**src/rtl/vote_session_ctrl.sv**
```systemverilog
// Purpose : four-voter ballot session controller. It collects one vote per voter within a
//           bounded window, presents the ballot to the voter datapath, and latches the verdict.
// Latency : the last accepted vote is followed by EVAL (1 cycle), then the done pulse in DONE (1 cycle).
// Backpr. : none; votes are strobes. Repeat strobes from a voter who is already counted are dropped.
//
// Ports
//   clk, rst_n          clock, async active-low reset
//   start / abort       open a session (IDLE only) / cancel a session (any non-IDLE state)
//   vote_valid/vote_val per-voter strobe and ballot (1 = yes)
//   ballot              registered ballot vector to the voter datapath
//   result_in           combinational verdict from the voter datapath
//   result_out          verdict of the last completed session
//   voted               voters already counted this session
//   busy / done         COLLECT or EVAL / one-cycle completion pulse
//   timeout             sticky: the last session expired with a voter missing
module vote_session_ctrl #(
   parameter int unsigned WINDOW = 16
) (
   input  logic       clk,
   input  logic       rst_n,
   input  logic       start,
   input  logic       abort,
   input  logic [3:0] vote_valid,
   input  logic [3:0] vote_val,
   output logic [3:0] ballot,
   input  logic [2:0] result_in,
   output logic [2:0] result_out,
   output logic [3:0] voted,
   output logic       busy,
   output logic       done,
   output logic       timeout
);

   localparam logic [1:0] ST_IDLE    = 2'd0;
   localparam logic [1:0] ST_COLLECT = 2'd1;
   localparam logic [1:0] ST_EVAL    = 2'd2;
   localparam logic [1:0] ST_DONE    = 2'd3;

   localparam logic [7:0] WIN_LAST = 8'(WINDOW - 1);

   logic [1:0] state;
   logic [7:0] win_cnt;

   logic [3:0] accept;
   logic [3:0] voted_nxt;
   logic [3:0] ballot_nxt;
   logic       all_in;
   logic       win_last;

   // Only the first strobe from each voter is taken. Later strobes are masked by voted.
   assign accept     = vote_valid & ~voted;
   assign voted_nxt  = voted | accept;
   assign ballot_nxt = (ballot & ~accept) | (vote_val & accept);
   assign all_in     = (voted_nxt == 4'b1111);
   assign win_last   = (win_cnt == WIN_LAST);

   assign busy = (state == ST_COLLECT) || (state == ST_EVAL);
   assign done = (state == ST_DONE);

   always_ff @(posedge clk or negedge rst_n) begin
      if (!rst_n) begin
         state      <= ST_IDLE;
         win_cnt    <= 8'd0;
         ballot     <= 4'd0;
         voted      <= 4'd0;
         result_out <= 3'd0;
         timeout    <= 1'b0;
      end else begin
         case (state)
            ST_IDLE: begin
               // abort has no meaning here, so start alone decides
               if (start) begin
                  state   <= ST_COLLECT;
                  win_cnt <= 8'd0;
                  ballot  <= 4'd0;
                  voted   <= 4'd0;
                  timeout <= 1'b0;
               end
            end
            ST_COLLECT: begin
               if (abort) begin
                  state   <= ST_IDLE;
                  win_cnt <= 8'd0;
                  ballot  <= 4'd0;
                  voted   <= 4'd0;
               end else begin
                  ballot  <= ballot_nxt;
                  voted   <= voted_nxt;
                  win_cnt <= win_cnt + 8'd1;
                  // A full house on the expiry cycle counts as complete, so no timeout.
                  if (all_in) begin
                     state <= ST_EVAL;
                  end else if (win_last) begin
                     state   <= ST_EVAL;
                     timeout <= 1'b1;
                  end
               end
            end
            ST_EVAL: begin
               if (abort) begin
                  state  <= ST_IDLE;
                  ballot <= 4'd0;
                  voted  <= 4'd0;
               end else begin
                  result_out <= result_in;
                  state      <= ST_DONE;
               end
            end
            default: begin // ST_DONE
               state <= ST_IDLE;
               if (abort) begin
                  ballot <= 4'd0;
                  voted  <= 4'd0;
               end
            end
         endcase
      end
   end

endmodule
```
**config.mk**
```make
export PLATFORM = sky130hd
export DESIGN_NAME = vote_session_ctrl
export DESIGN_NICKNAME = d
export VERILOG_FILES = /design/src/rtl/vote_session_ctrl.sv
export SDC_FILE = /design/constraint.sdc
export NUM_CORES = 1
export LEC_CHECK = 0
export BUFFER_PORTS_ARGS = -buffer_cell sky130_fd_sc_hd__clkbuf_2
export CORE_ASPECT_RATIO = 1.5
export CORE_UTILIZATION = 45
export CTS_CLUSTER_SIZE = 12
export DETAILED_ROUTE_END_ITERATION = 16
export GPL_ROUTABILITY_DRIVEN = 1
export PLACE_DENSITY_LB_ADDON = 0.1
export SETUP_SLACK_MARGIN = 0.5
export SYNTH_ARGS = -nofsm -noshare
export SYNTH_HDL_FRONTEND = slang
export SYNTH_SLANG_ARGS = --single-unit
```
**constraint.sdc**
```tcl
create_clock -name clk -period 4.18 [get_ports clk]
set_input_delay 0.836 -clock clk [delete_from_list [all_inputs] [get_ports clk]]
set_output_delay 0.836 -clock clk [all_outputs]
set_load 0.01 [all_outputs]
```
* Yosys cells after proc, flatten, opt, wreduce, memory -nomap -nowiden
Cells that the tools add are included.
** Cells by class
- $add $sub $neg :: 1
- Equal/unequal tests :: 10
- Multiplexer cells :: 20
- Bitwise gates (word level) :: 8
- Reduce and logical (&&, ||, !) cells :: 9
** Operator list (number)
- 4-bit two-way mux :: 4
- 8-bit two-way mux :: 2
- 4-bit one-hot mux with 2 select lines :: 2
- 8-bit one-hot mux with 2 select lines :: 1
- 4-bit AND :: 3
- 2-bit two-way mux :: 5
- 8-bit by 1-bit adder with 8-bit output (second input constant) :: 1
- 8-bit by 4-bit == test with 1-bit output (second input constant) :: 1
- 2-bit inequality test (second input constant) :: 4
- 4-bit inverter :: 2
- 4-bit OR :: 2
- 2-bit AND reduction :: 4
- 2-bit one-hot mux with 3 select lines :: 1
- 5-bit AND reduction :: 1
- 2-bit == test (second input constant) :: 2
- 4-bit == test (second input constant) :: 1
- 1-bit two-way mux :: 4
- 4-bit inequality test (second input constant) :: 1
- 3-bit nonzero test :: 1
- 2-bit by 1-bit == test with 1-bit output (second input constant) :: 1
- 2-bit zero test :: 1
- 1-bit one-hot mux with 2 select lines :: 1
- 2-bit nonzero test :: 1
- 1-bit logical OR :: 1
- 1-bit inverter :: 1
** Storage, ports and cells
- Flip-flop bits (word level) :: 22
- Logic and storage cells :: 54

* Longest topological paths before layout
- Word-level depth :: 7
- Depth in mapped cells :: 7
- Gate-level depth less buffers :: 6

* Worst setup path before layout
Ideal clock, no wire load.
- Path type :: input to register
- Start :: input port start
- End :: register ballot[1]
- Library setup time :: 122 ps
- Arrival time :: 1707 ps
- Data required time :: 4058 ps
- Slack :: 2351 ps
- Stages on the path :: 4
- Buffers on the path :: 1
- Cells stage by stage :: or2b_2 > and2_1 > buf_2 > a32o_1
** On the way
- Cells in the longest elaborated chain, start to end :: 2
** Ends and longest elaborated chain
- from (decl) :: RTL line 21 : input logic start,
- 2-bit inequality test (no source line)
- 2-bit AND reduction (no source line)
- to (signal assigned) :: RTL line 87 : ballot <= ballot_nxt;
- to (decl) :: RTL line 25 : output logic [3:0] ballot,
Every way passes these cells.
A chain may end at the register's enable or synchronous reset.

* Worst setup path after layout
- Start :: register state[0]
- End :: output port busy
** On the way
- Cells in the longest elaborated chain, start to end :: 2
** Ends and longest elaborated chain
- from (decl) :: RTL line 41 : logic [1:0] state;
- from (signal assigned) :: RTL line 62 : state <= ST_IDLE;
- from (signal assigned) :: RTL line 73 : state <= ST_COLLECT;
- from (signal assigned) :: RTL line 82 : state <= ST_IDLE;
- 2-bit by 1-bit == test with 1-bit output or 2-bit == test (tied branches) :: RTL line 57 : assign busy = (state == ST_COLLECT) || (state == ST_EVAL);
- 1-bit logical OR * :: RTL line 57
- to (decl) :: RTL line 29 : output logic busy,
Mark *: on every way between the ends. The rest lies on a longest branch, timed or not.

==> impl_results.rst <==
.. list-table::
   :header-rows: 1

   * - Metric
     - Value
   * - PortBufs
     - 28
   * - Worst R2R Path Depth
     - 6
   * - CTS Hold Buffers Added
     - 0
   * - Number of inserted diodes
     - 0
   * - Data required, critical path
     - approximately 3.3 ns
   * - Post-synth top flop
     - sky130_fd_sc_hd__dfrtp_1
   * - Number of standard cells after synthesis
     - between 100 and 150
   * - Core box area
     - ~2400 um^2
   * - Net count of the mapped netlist
     - approximately 130
   * - Maximum number of pins on one net before global-route repair
     - 23
   * - Number of warnings printed during yosys synthesis
     - 0
   * - First-pass iteration count of the detailed router
     - 4
   * - Horizontal die dimension
     - 43.05 um
   * - Worst Path Max Fanout
     - 4
   * - Slowest Stage Delay on Critical Path
     - around 0.42 ns
   * - DR iter-0 viols
     - 14
   * - #FFs+latches synth
     - 22
   * - Slowest cell on the critical path
     - sky130_fd_sc_hd__dfrtp_1
   * - Global placer's final weighted congestion
     - 0.8009
   * - # clock sinks
     - 22
   * - Nature of the critical path endpoint
     - primary output
   * - RR Startpoint
     - state[1]
   * - Count of fill cells added during filler insertion
     - around 230
   * - Post-detailed-route via-to-cell ratio
     - about 6
   * - Headroom to the max-slew limit
     - 0.6427
   * - Data arrival time of the worst path
     - about 1.2 ns
   * - Count of unresolved DRC violations after routing
     - 0
   * - Overall global routing resource usage
     - 0.1824
   * - Die span in y
     - between 60 and 70 um
   * - Startpoint-to-endpoint class of the critical path
     - flip-flop to primary output
   * - TritonCTS clock tree
     - built
   * - Number of H-tree levels
     - 1
   * - Tcrit/Tclk final
     - 0.4897
   * - RSZ-0062 raised after global routing
     - false
   * - F_max
     - a little under 500 MHz
   * - Run status
     - finished, final reports clean
   * - Kind of path behind the tightest hold check
     - input port to asynchronous set/reset pin
   * - Clock-pin slew reported for the worst setup and hold paths after clock tree synthesis
     - 0.12 ns
   * - Placement row count
     - 22
   * - Netlist area before placement
     - 1137 um^2
   * - Static leakage
     - approximately 0.67 nW
   * - Count leader, synth
     - sky130_fd_sc_hd__dfrtp_1
   * - Post-CTS Setup Bufs
     - 0
   * - Leading cell types by count after synthesis
     - 22 x sky130_fd_sc_hd__dfrtp_1, 17 x sky130_fd_sc_hd__o21ai_0, 9 x sky130_fd_sc_hd__nor2b_1
   * - Setup violators final
     - 0
   * - Worst flop-to-flop path endpoint
     - win_cnt[5]
   * - Number of antenna violations at the first check in global routing
     - 0
   * - CTS Buf Count
     - 3
   * - Post-detailed-route wirelength per cell
     - about 14 um
   * - Nets
     - ~160
   * - Final hold violation count
     - 0
   * - Power Dens Cells
     - around 540 nW/um^2
   * - Buffers from clock root to sink, at most
     - 2
   * - Max cap viols
     - 0
   * - Area share of the leading cell type in the synthesized netlist
     - 0.4840
   * - Number of vias in the routed layout
     - slightly below 1000
   * - Root Driver
     - sky130_fd_sc_hd__clkbuf_4
   * - Fraction of final layout cells sized beyond drive strength 1
     - 0.2929
   * - Sequential fraction of the synthesis area
     - 0.4840
   * - CP Cell Sequence
     - inv_1 > ha_1 > clkbuf_2
   * - Wirelength, routed
     - roughly 2300 um
   * - Reg2reg setup slack
     - ~2.3 ns
   * - Setup_tns
     - 0 ns
   * - Fraction of the core area covered by cells at the end of the flow
     - 0.5527
   * - Top area cells in the synthesized netlist
     - sky130_fd_sc_hd__dfrtp_1 48%, sky130_fd_sc_hd__o21ai_0 7.5%, sky130_fd_sc_hd__ha_1 5.5%, sky130_fd_sc_hd__nor2b_1 5.0%, sky130_fd_sc_hd__a22o_1 3.9%
   * - Min Tclk post-route
     - 2.047 ns
   * - Wire length of the first global-routing pass
     - slightly below 4000 um
   * - Post-synth ARST share
     - 1.000
   * - Setup crit start kind
     - flip-flop
   * - Number of synthesized flops with an enable pin
     - 0
   * - Number of top-level pins
     - 29
   * - Slew Limit Fails
     - 0
   * - Initial standard-cell utilization of the core
     - 0.4695
   * - Worst VDD drop
     - between 0.0003 and 0.0004 V
   * - Synth cell types
     - 31
   * - Insertion delay to the later sink of the worst-skew pair
     - ~0.30 ns
   * - Library cell occupying the most area in the post-synthesis netlist
     - sky130_fd_sc_hd__dfrtp_1
   * - Floorplan die area
     - 2737 um^2
   * - Via count of the first global-routing pass
     - just over 900
   * - Area Growth Syn to Fin
     - 17.71%
   * - Worst Max-Slew Pin Slew
     - 0.5360 ns
   * - Total congestion overflow after global routing
     - 0
   * - Count of nets left with antenna violations after detail routing
     - 0
   * - HPWL after detailed placement
     - 1724 um
   * - Setup clock skew after layout
     - ~0.0032 ns
   * - CTS-repair resized insts
     - 0
   * - Post-Synthesis Mean Instance Area
     - about 10 um^2
==> critical path, delay by kind of cell (launching register included) <==
family | cells | cell delay (ns)
buf+inv | 2 | 0.20
fa+ha+maj | 1 | 0.29
flops | 1 | 0.42
==> kinds of logic (layout without fill, tap and decap cells) <==
logic type | Yosys count | count (layout) | share of synthesized area
simple gates | 35 | 35 | 0.1793
flops | 22 | 22 | 0.4841
compound gates | 39 | 39 | 0.2288
fa+ha+maj | 5 | 5 | 0.05501
mux | 4 | 4 | 0.03850
buf+inv | 4 | 35 | 0.01430
==> metrics by stage <==
stage	std cells	area (um^2)	total power, W	hold WS, ns	setup slack [ns]
3_5_place_dp	160	1303	0.0006168	0.4884	2.156
2_1_floorplan	109	1137	0.0005166	0.4585	2.351
6_report	164	1339	0.0007248	0.4863	2.133
4_1_cts	164	1339	0.0007342	0.4945	2.123
5_1_grt	164	1339	0.0007823	0.5181	2.041
3_3_place_gp	160	1303	0.0006114	0.4751	2.176
==> power breakdown <==
| group | leakage [nW] | switching (W) | internal (W) |
|---|---|---|---|
| logic | 0.349 | 0.000178 | 0.000132 |
| registers | 0.296 | 0.0000401 | 0.000261 |
| clock network | 0.0210 | 0.0000613 | 0.0000531 |
==> sequential cells by signal (all words and copies together) (netlist names) <==
signal	cells
win_cnt	8
ballot	4
result_out	3
voted	4
timeout	1
state	2
==> how the worst max path moves through the flow <==
stage                     startpoint         end  slack, ns
after floorplan                start   ballot[1]       2.35
after global placement         abort  win_cnt[5]       2.18
after detailed placement       abort  win_cnt[5]       2.16
after CTS                   state[0]        busy       2.12
after global routing        state[1]  win_cnt[5]       2.04
final                       state[0]        busy       2.13
==> layer usage <==
layer	track usage	wire, um	vias to the layer above
li1	-	-	466
met1	0.2274	1015	480
met2	0.3106	1169	17
met3	0.02006	64	4
met4	0.07955	37	0
met5	0	0	-
==> area by class of cell <==
class	instances	area, um^2	share of cell area
flip-flops and latches	22	550.5	0.4112
multi-input cells	83	570.5	0.4262
inverters	3	11.26	0.008411
clock buffers	4	36.28	0.02710
repair buffers	28	140.1	0.1047
well taps	24	30.03	0.02243
==> placed cells by master (no fill, tap or decap), types with 2 or more instances in the layout <==
cell type	synthesis	layout
sky130_fd_sc_hd__o31ai_1	2	2
sky130_fd_sc_hd__and3_1	2	2
sky130_fd_sc_hd__ha_1	5	5
sky130_fd_sc_hd__inv_1	3	3
sky130_fd_sc_hd__nand2b_1	2	2
sky130_fd_sc_hd__mux2_2	3	3
sky130_fd_sc_hd__nand3_1	3	3
sky130_fd_sc_hd__clkbuf_4	0	3
sky130_fd_sc_hd__o21ai_0	17	17
sky130_fd_sc_hd__a22o_1	5	5
sky130_fd_sc_hd__nor2b_1	9	9
sky130_fd_sc_hd__a21oi_1	3	3
sky130_fd_sc_hd__clkbuf_2	0	28
sky130_fd_sc_hd__o22ai_1	3	3
sky130_fd_sc_hd__dfrtp_1	22	22
sky130_fd_sc_hd__nand2_1	6	6
sky130_fd_sc_hd__a32o_1	4	4
sky130_fd_sc_hd__nor2_1	5	5
Note: power is estimated with default switching activity, not from simulation.
